===== src/rtl/pulse_shaping_regs_pkg.sv =====
// pulse_shaping_regs_pkg: register map, bit positions and FSM states for the pulse shaping CtrlPort block
package pulse_shaping_regs_pkg;

    localparam logic [4:0] OFF_COMPAT      = 5'h00;
    localparam logic [4:0] OFF_CTRL        = 5'h04;
    localparam logic [4:0] OFF_NUM_TAPS    = 5'h08;
    localparam logic [4:0] OFF_COEFF       = 5'h0C;
    localparam logic [4:0] OFF_STATUS      = 5'h10;
    localparam logic [4:0] OFF_COEFF_RESET = 5'h14;

    localparam logic [31:0] COMPAT_VALUE = 32'h0001_0000;

    localparam int CTRL_ENABLE_BIT = 0;
    localparam int CTRL_BYPASS_BIT = 1;
    localparam int STATUS_DONE_BIT = 16;
    localparam int STATUS_BUSY_BIT = 17;

    typedef enum logic [0:0] {
        ST_IDLE,
        ST_COEFF_WAIT
    } state_t;

endpackage


===== src/rtl/pulse_shaping_ctrlport_regs.sv =====
// pulse_shaping_ctrlport_regs: CtrlPort register responder with coefficient AXI-Stream
module pulse_shaping_ctrlport_regs
    import pulse_shaping_regs_pkg::*;
#(
    parameter logic [19:0] BASE_ADDR = 20'h00000,
    parameter int          NUM_TAPS  = 41,
    parameter int          COEFF_W   = 16
) (
    input  logic               ctrlport_clk,
    input  logic               ctrlport_rst_n,
    input  logic               s_ctrlport_req_wr,
    input  logic               s_ctrlport_req_rd,
    input  logic [19:0]        s_ctrlport_req_addr,
    input  logic [31:0]        s_ctrlport_req_data,
    output logic               s_ctrlport_resp_ack,
    output logic [31:0]        s_ctrlport_resp_data,
    output logic               ctrl_enable,
    output logic               ctrl_bypass,
    output logic [COEFF_W-1:0] m_coeff_tdata,
    output logic               m_coeff_tlast,
    output logic               m_coeff_tvalid,
    input  logic               m_coeff_tready
);

    localparam logic [15:0] LAST_TAP = 16'(NUM_TAPS - 1);

    state_t      state_q, state_d;
    logic [15:0] tap_cnt;
    logic        load_done;
    logic        hit, wr_hit, rd_hit, coeff_wr, hs;
    logic [4:0]  off;
    logic [31:0] rd_data;
    logic        unused_data;

    assign hit      = s_ctrlport_req_addr[19:5] == BASE_ADDR[19:5];
    assign off      = s_ctrlport_req_addr[4:0];
    assign wr_hit   = s_ctrlport_req_wr && hit;
    assign rd_hit   = s_ctrlport_req_rd && hit && !s_ctrlport_req_wr;
    assign coeff_wr = state_q == ST_IDLE && wr_hit && off == OFF_COEFF;
    assign hs       = m_coeff_tvalid && m_coeff_tready;
    assign unused_data = ^s_ctrlport_req_data;

    always_comb begin
        rd_data = '0;
        case (off)
            OFF_COMPAT:   rd_data = COMPAT_VALUE;
            OFF_NUM_TAPS: rd_data = 32'(NUM_TAPS);
            OFF_CTRL: begin
                rd_data[CTRL_ENABLE_BIT] = ctrl_enable;
                rd_data[CTRL_BYPASS_BIT] = ctrl_bypass;
            end
            OFF_STATUS: begin
                rd_data[15:0]            = tap_cnt;
                rd_data[STATUS_DONE_BIT] = load_done;
                rd_data[STATUS_BUSY_BIT] = state_q == ST_COEFF_WAIT;
            end
            default: ;
        endcase
    end

    always_comb begin
        state_d = state_q;
        if (coeff_wr)
            state_d = ST_COEFF_WAIT;
        else if (state_q == ST_COEFF_WAIT && hs)
            state_d = ST_IDLE;
    end

    always_ff @(posedge ctrlport_clk or negedge ctrlport_rst_n) begin
        if (!ctrlport_rst_n) begin
            state_q              <= ST_IDLE;
            s_ctrlport_resp_ack  <= 1'b0;
            s_ctrlport_resp_data <= '0;
            ctrl_enable          <= 1'b0;
            ctrl_bypass          <= 1'b0;
            m_coeff_tdata        <= '0;
            m_coeff_tlast        <= 1'b0;
            m_coeff_tvalid       <= 1'b0;
            tap_cnt              <= '0;
            load_done            <= 1'b0;
        end else begin
            state_q              <= state_d;
            s_ctrlport_resp_ack  <= 1'b0;
            s_ctrlport_resp_data <= '0;
            if (state_q == ST_IDLE) begin
                if (wr_hit) begin
                    // COEFF writes are acked only once the core takes the tap
                    s_ctrlport_resp_ack <= off != OFF_COEFF;
                    if (off == OFF_CTRL) begin
                        ctrl_enable <= s_ctrlport_req_data[CTRL_ENABLE_BIT];
                        ctrl_bypass <= s_ctrlport_req_data[CTRL_BYPASS_BIT];
                    end
                    if (off == OFF_COEFF) begin
                        m_coeff_tdata  <= s_ctrlport_req_data[COEFF_W-1:0];
                        m_coeff_tlast  <= tap_cnt == LAST_TAP;
                        m_coeff_tvalid <= 1'b1;
                        if (tap_cnt == '0)
                            load_done <= 1'b0;
                    end
                    if (off == OFF_COEFF_RESET) begin
                        tap_cnt   <= '0;
                        load_done <= 1'b0;
                    end
                end else if (rd_hit) begin
                    s_ctrlport_resp_ack  <= 1'b1;
                    s_ctrlport_resp_data <= rd_data;
                end
            end else if (hs) begin
                m_coeff_tvalid      <= 1'b0;
                s_ctrlport_resp_ack <= 1'b1;
                tap_cnt             <= m_coeff_tlast ? '0 : tap_cnt + 16'd1;
                if (m_coeff_tlast)
                    load_done <= 1'b1;
            end
        end
    end

    a_no_req_in_coeff_wait: assert property (@(posedge ctrlport_clk) disable iff (!ctrlport_rst_n)
        state_q == ST_COEFF_WAIT |-> !(hit && (s_ctrlport_req_wr || s_ctrlport_req_rd)));

endmodule


===== config.mk =====
export PLATFORM = sky130hd
export DESIGN_NAME = pulse_shaping_ctrlport_regs
export DESIGN_NICKNAME = d
export VERILOG_FILES = /design/src/rtl/pulse_shaping_regs_pkg.sv /design/src/rtl/pulse_shaping_ctrlport_regs.sv
export SDC_FILE = /design/constraint.sdc
export NUM_CORES = 1
export LEC_CHECK = 0
export CAP_MARGIN = 10
export CORE_MARGIN = 2
export CORE_UTILIZATION = 30
export DETAILED_ROUTE_END_ITERATION = 8
export GPL_ROUTABILITY_DRIVEN = 0
export GPL_TIMING_DRIVEN = 0
export HOLD_SLACK_MARGIN = 0.02
export PLACE_DENSITY_LB_ADDON = 0.08
export SYNTH_ARGS = -nofsm -noshare
export SYNTH_HDL_FRONTEND = slang
export SYNTH_SLANG_ARGS = --single-unit

===== constraint.sdc =====
create_clock -name ctrlport_clk -period 1.8 [get_ports ctrlport_clk]
set_input_delay 0.36 -clock ctrlport_clk [delete_from_list [all_inputs] [get_ports ctrlport_clk]]
set_output_delay 0.36 -clock ctrlport_clk [all_outputs]
set_load 0.01 [all_outputs]

* Yosys cells after proc, flatten, opt, wreduce, memory -nomap -nowiden
Cells that the tools add are included.
W data, S select, Z words.
** Storage, ports and cells
- Bits in registers :: 71
- Latch bits :: 0
- Bits in writable memories :: 0
- Bits in read-only memories :: 0
- Bits of input ports :: 57
- Output and inout bits :: 53
- Word-level logic and storage cells :: 70
- Memories :: 0
** Cells by class
- Add/subtract/negate cells :: 1
- $mul :: 0
- Div/mod/pow operators :: 0
- Magnitude comparators :: 0
- Eq/ne operators :: 9
- Shift-type cells :: 0
- Multiplexer cells :: 27
- Bitwise logic cells :: 1
- Reductions and logical operators :: 22
** Operators with widths (number)
- $mux W16 :: 5
- $mux W18 :: 3
- $pmux W15 S3 :: 1
- $mux W1 :: 17
- $add A16 B1 Y16 const B :: 1
- $eq A16 B6 Y1 const B :: 1
- $logic_not A16 Y1 :: 1
- $logic_not A15 Y1 :: 1
- $reduce_and A3 Y1 :: 4
- $eq A5 B4 Y1 const B :: 2
- $eq A5 B5 Y1 const B :: 2
- $reduce_bool A2 Y1 :: 4
- $logic_and A1 B1 Y1 :: 7
- $pmux W2 S3 :: 1
- $reduce_bool A3 Y1 :: 2
- $eq A5 B3 Y1 const B :: 1
- $logic_not A5 Y1 :: 1
- $ne A5 B4 Y1 const B :: 1
- $reduce_and A5 Y1 :: 1
- $ne A2 B1 Y1 const B :: 1
- $ne A2 B2 Y1 const B :: 1
- $logic_not A1 Y1 :: 1
- $not A1 Y1 :: 1

* Longest topological paths before layout
- Depth in word-level cells :: 6
- Mapped depth :: 7
- Depth with buffers taken out :: 6

* Worst setup path after synthesis
No wires, ideal clock.
- Kind :: register to register
- From :: register state_q
- To :: register ctrl_bypass
- Setup time :: 125 ps
- Arrival time :: 1589 ps
- Required time :: 1675 ps
- Setup slack :: 86 ps
- Cell stages (with the launch flop) :: 7
- Buffers on the path :: 1
- Clock period less this slack :: 1714 ps
- Path through :: dfrtp_1 > nor4_1 > and4_1 > buf_6 > nand2_1 > nor4_2 > mux2_2
** Between the ends
- Cells in the longest elaborated chain, start to end :: 2
** RTL lines
- from (decl) :: RTL line pulse_shaping_ctrlport_regs.sv:27 : state_t state_q, state_d;
- from (signal assigned) :: RTL line pulse_shaping_ctrlport_regs.sv:82 : state_q <= state_d;
- $not A1 Y1 (no source line)
- $reduce_and A3 Y1 (no source line)
- to (signal assigned) :: RTL line pulse_shaping_ctrlport_regs.sv:91 : ctrl_bypass <= s_ctrlport_req_data[CTRL_BYPASS_BIT];
- to (decl) :: RTL line pulse_shaping_ctrlport_regs.sv:18 : output logic ctrl_bypass,
No other way between the ends.
A chain may end at the register's enable or synchronous reset.

* Worst setup path after layout
- From :: input port s_ctrlport_req_addr[17]
- To :: register m_coeff_tdata[12]
** Between the ends
- Cells in the longest elaborated chain, start to end :: 3
** RTL lines
- from (decl) :: RTL line pulse_shaping_ctrlport_regs.sv:13 : input logic [19:0] s_ctrlport_req_addr,
- $logic_not A15 Y1 :: RTL line pulse_shaping_ctrlport_regs.sv:35 : assign hit = s_ctrlport_req_addr[19:5] == BASE_ADDR[19:5];
- $logic_and A1 B1 Y1 :: RTL line pulse_shaping_ctrlport_regs.sv:37 : assign wr_hit = s_ctrlport_req_wr && hit;
- $reduce_and A3 Y1 (no source line)
- to (signal assigned) :: RTL line pulse_shaping_ctrlport_regs.sv:94 : m_coeff_tdata <= s_ctrlport_req_data[COEFF_W-1:0];
- to (decl) :: RTL line pulse_shaping_ctrlport_regs.sv:19 : output logic [COEFF_W-1:0] m_coeff_tdata,
No other way between the ends.

==> out/qor.csv <==
stage,metric,value,unit
run_status,status,completed,
synth,synth.avg_cell_area,10.8,sq um
floorplanning,die-area,9810,sq um
finish,area_growth,49.3,%
detailed_routing,dr.first_iter.drc_count,113,
worst_setup_path,crit_type,in2reg,
job,maxCapViolCount,0,
clock_network,htree_levels,2,
worst_setup_path,critPathTopFamily,buffers and inverters,
synth,synth_seq_cells,56,
clock_network,tritoncts,built,
detailed_routing,wire_per_inst,14.5,um
sta,period_minus_slack,1.79,ns
sta,finalHoldViolCount,0,
sta,worst_slack,0.00698,ns
synth,synth_edf_count,0,
synth,yosys.area.top_type_share,51.7,%
global_route,grt_pass1_wl,11100,um
worst_setup_path,path_buf_inv,4,
detailed_routing,vias,2255,
sta,clock_skew,0.0119,ns
global_route,grt_start_max_net_pins,30,
detailed_routing,vias_per_cell,4.77,
finish,antenna_cells,0,
sta,slew_viol_final,0,
sta,tightest_slew,0.724,ns
clock_network,ctsHoldBuffers,0,
worst_setup_path,cp_slowest_cell,clkdlybuf4s50_1,
detailed_routing,antenna_left,0,
pwr,leakage,1.91,nW
clock_network,cts_sinks,56,
pwr,ir_worst_vdd,0.300,mV
sta,fin_crit_sh,99.6,%
synth,yosys.cell_types.count,37,
finish,final_cell_mix,"60 x clkdlybuf4s50_1, 55 x dfrtp_1, 27 x buf_4",
clock_network,clock_latency,0.32,ns
detailed_routing,drc,0,
detailed_routing,wl,6850,um
floorplanning,fp.dieH,99.0,um
global_route,gr-usage-all-layers,14.4,%
finish,fin_cells,473,
synth,synth_area,2710,sq um
worst_setup_path,cp_slowest_stage_delay,0.40,ns
floorplanning,initial_core_util,31.1,%
global_route,overflow,0,
synth,synthFlopType,dfrtp_1,
sta,fmax,558,MHz
clock_network,cts_inserted_buffers,5,
floorplanning,ios,110,
min_path,min_path_type,in2async,
sta,timing.slew.headroom,51.6,%
worst_setup_path,r2r_slack,0.02,ns
worst_setup_path,endpoint_kind,flop,
synth,yosysTopAreaCell,dfrtp_1,
worst_setup_path,cp_data_required_time,2.01,ns
place,dp_cells,451,
worst_setup_path,cp_cell_sequence,clkdlybuf4s50_1 -> nor4_1 -> and4_1 -> buf_6 -> buf_4 -> nand4_4 -> buf_8 -> mux2_4,
clock_network,cts_root_buf,clkbuf_8,
place,dp_slack,-0.561,ns
synth,yosysSeqAreaShare,51.7,%
worst_setup_path,critPathArrivalTime,2.01,ns
pwr,p_per_area,566,nW/um^2
worst_setup_path,crit_fanout,10,
synth,synth_warnings,0,
place,hpwl,4740,um
synth,synth-async-reset-ratio,100,%
floorplanning,rows,34,
finish,drive_gt1_share,23.3,%
finish,fin_nets,423,
clock_network,clk_path_buf_depth,2,
worst_setup_path,critPathLaunchType,input port,
synth,synth_area_leaders,"dfrtp_1 52%, mux2_4 8.9%, buf_4 4.2%",
floorplanning,coreArea,8720,sq um
global_route,antenna_found_initial,0,
synth,synthCells,250,
global_route,grt_pass1_vias,2245,
sta,setup_viol,0,
finish,final_common_cell,clkdlybuf4s50_1,
floorplanning,die_x,99.0,um
clock_network,path_clk_slew,0.10,ns
detailed_routing,first_pass_iters,4,
place,portBuffers,78,
sta,rsz0062_at_grt,true,
[through the flow]
stage	area (sq um)	utilization [%]	total power, mW	TNS, ns	hold WS, ns
final	4050	46.4	2.29	0	0.0801
after global routing	4050	46.4	2.39	-1.03	0.130
after CTS	3920	44.9	2.33	-0.327	0.0952
after detailed placement	3690	42.4	1.47	-21.16	0.456
after global placement	3680	42.2	1.47	-103.37	0.490
after floorplan	2760	-	1.34	0	0.0644
[area by class of cell]
class	count	area (sq um)
fill	827	4670
sequential	56	1400
multi-input combinational	181	1310
timing repair buffer	93	902
buffer	21	170
tap	108	135
clock buffer	6	72.6
clock inverter	2	35.0
inverter	6	22.5
[synth_stat cells, drive strengths merged, types with 3 or more instances]
cell    count
buf        19
nor2b       3
nand2      25
or3         3
inv         6
dfrtp      56
nand2b      3
o21ai      24
mux2       18
o31ai       3
nor4        7
a31oi       5
and4        3
nand3      10
nor2       12
clkbuf      3
nor3        7
nand4       6
and3        4
and2       13
a21oi      11
[per-layer routing]
metal | share of wire (%) | global-route usage, %
met1 | 46 | 19.7
met2 | 45 | 21.8
met3 | 7.8 | 3.97
met4 | 1.9 | 5.37
met5 | 0 | 0
[power breakdown]
part | switching (mW) | internal, mW | total [mW]
clock network | 0.424 | 0.414 | 0.838
logic | 0.0919 | 0.104 | 0.196
registers | 0.0000147 | 1.26 | 1.26
total | 0.516 | 1.78 | 2.29
[timing repair]
| action | in CTS | in global routing |
|---|---|---|
| setup endpoints to repair | 38 | 36 |
| hold endpoints to repair | 0 | 0 |
| buffers inserted | 6 | 7 |
| pin swaps | 5 | 2 |
| resized for setup | 29 | 29 |
| gates cloned | 1 | 1 |
[final timing paths]
| path | startpoint | to | cells past startpoint |
|---|---|---|---|
| max in group asynchronous | ctrlport_rst_n | s_ctrlport_resp_data[6] | 2 |
| min in group ctrlport_clk | s_ctrlport_req_addr[3] | s_ctrlport_resp_data[1] | 2 |
| max reg2reg | state_q | m_coeff_tdata[12] | 7 |
| min reg2reg | m_coeff_tdata[7] | m_coeff_tdata[7] | 1 |
| max | s_ctrlport_req_addr[17] | m_coeff_tdata[12] | 8 |
| min | ctrlport_rst_n | m_coeff_tdata[12] | 1 |
[sequential cells by signal, summed over array words and instances, names as in the netlist]
name and cells:
tap_cnt 16, state_q 1, s_ctrlport_resp_data 17, m_coeff_tvalid 1, ctrl_bypass 1, m_coeff_tdata 16
load_done 1, m_coeff_tlast 1, ctrl_enable 1, s_ctrlport_resp_ack 1
[kinds of logic (layout without fill, tap and decap cells)]
| group | Yosys count | after routing | synth area share [%] |
|---|---|---|---|
| compound gates | 46 | 46 | 10.1 |
| buf+inv | 28 | 128 | 7.06 |
| other cells | 1 | 15 | 0.138 |
| flops | 56 | 56 | 51.7 |
| fa+ha+maj | 2 | 2 | 0.923 |
| mux | 18 | 18 | 9.70 |
| simple gates | 99 | 100 | 20.4 |
No activity file was read; power rests on OpenSTA's default activity.
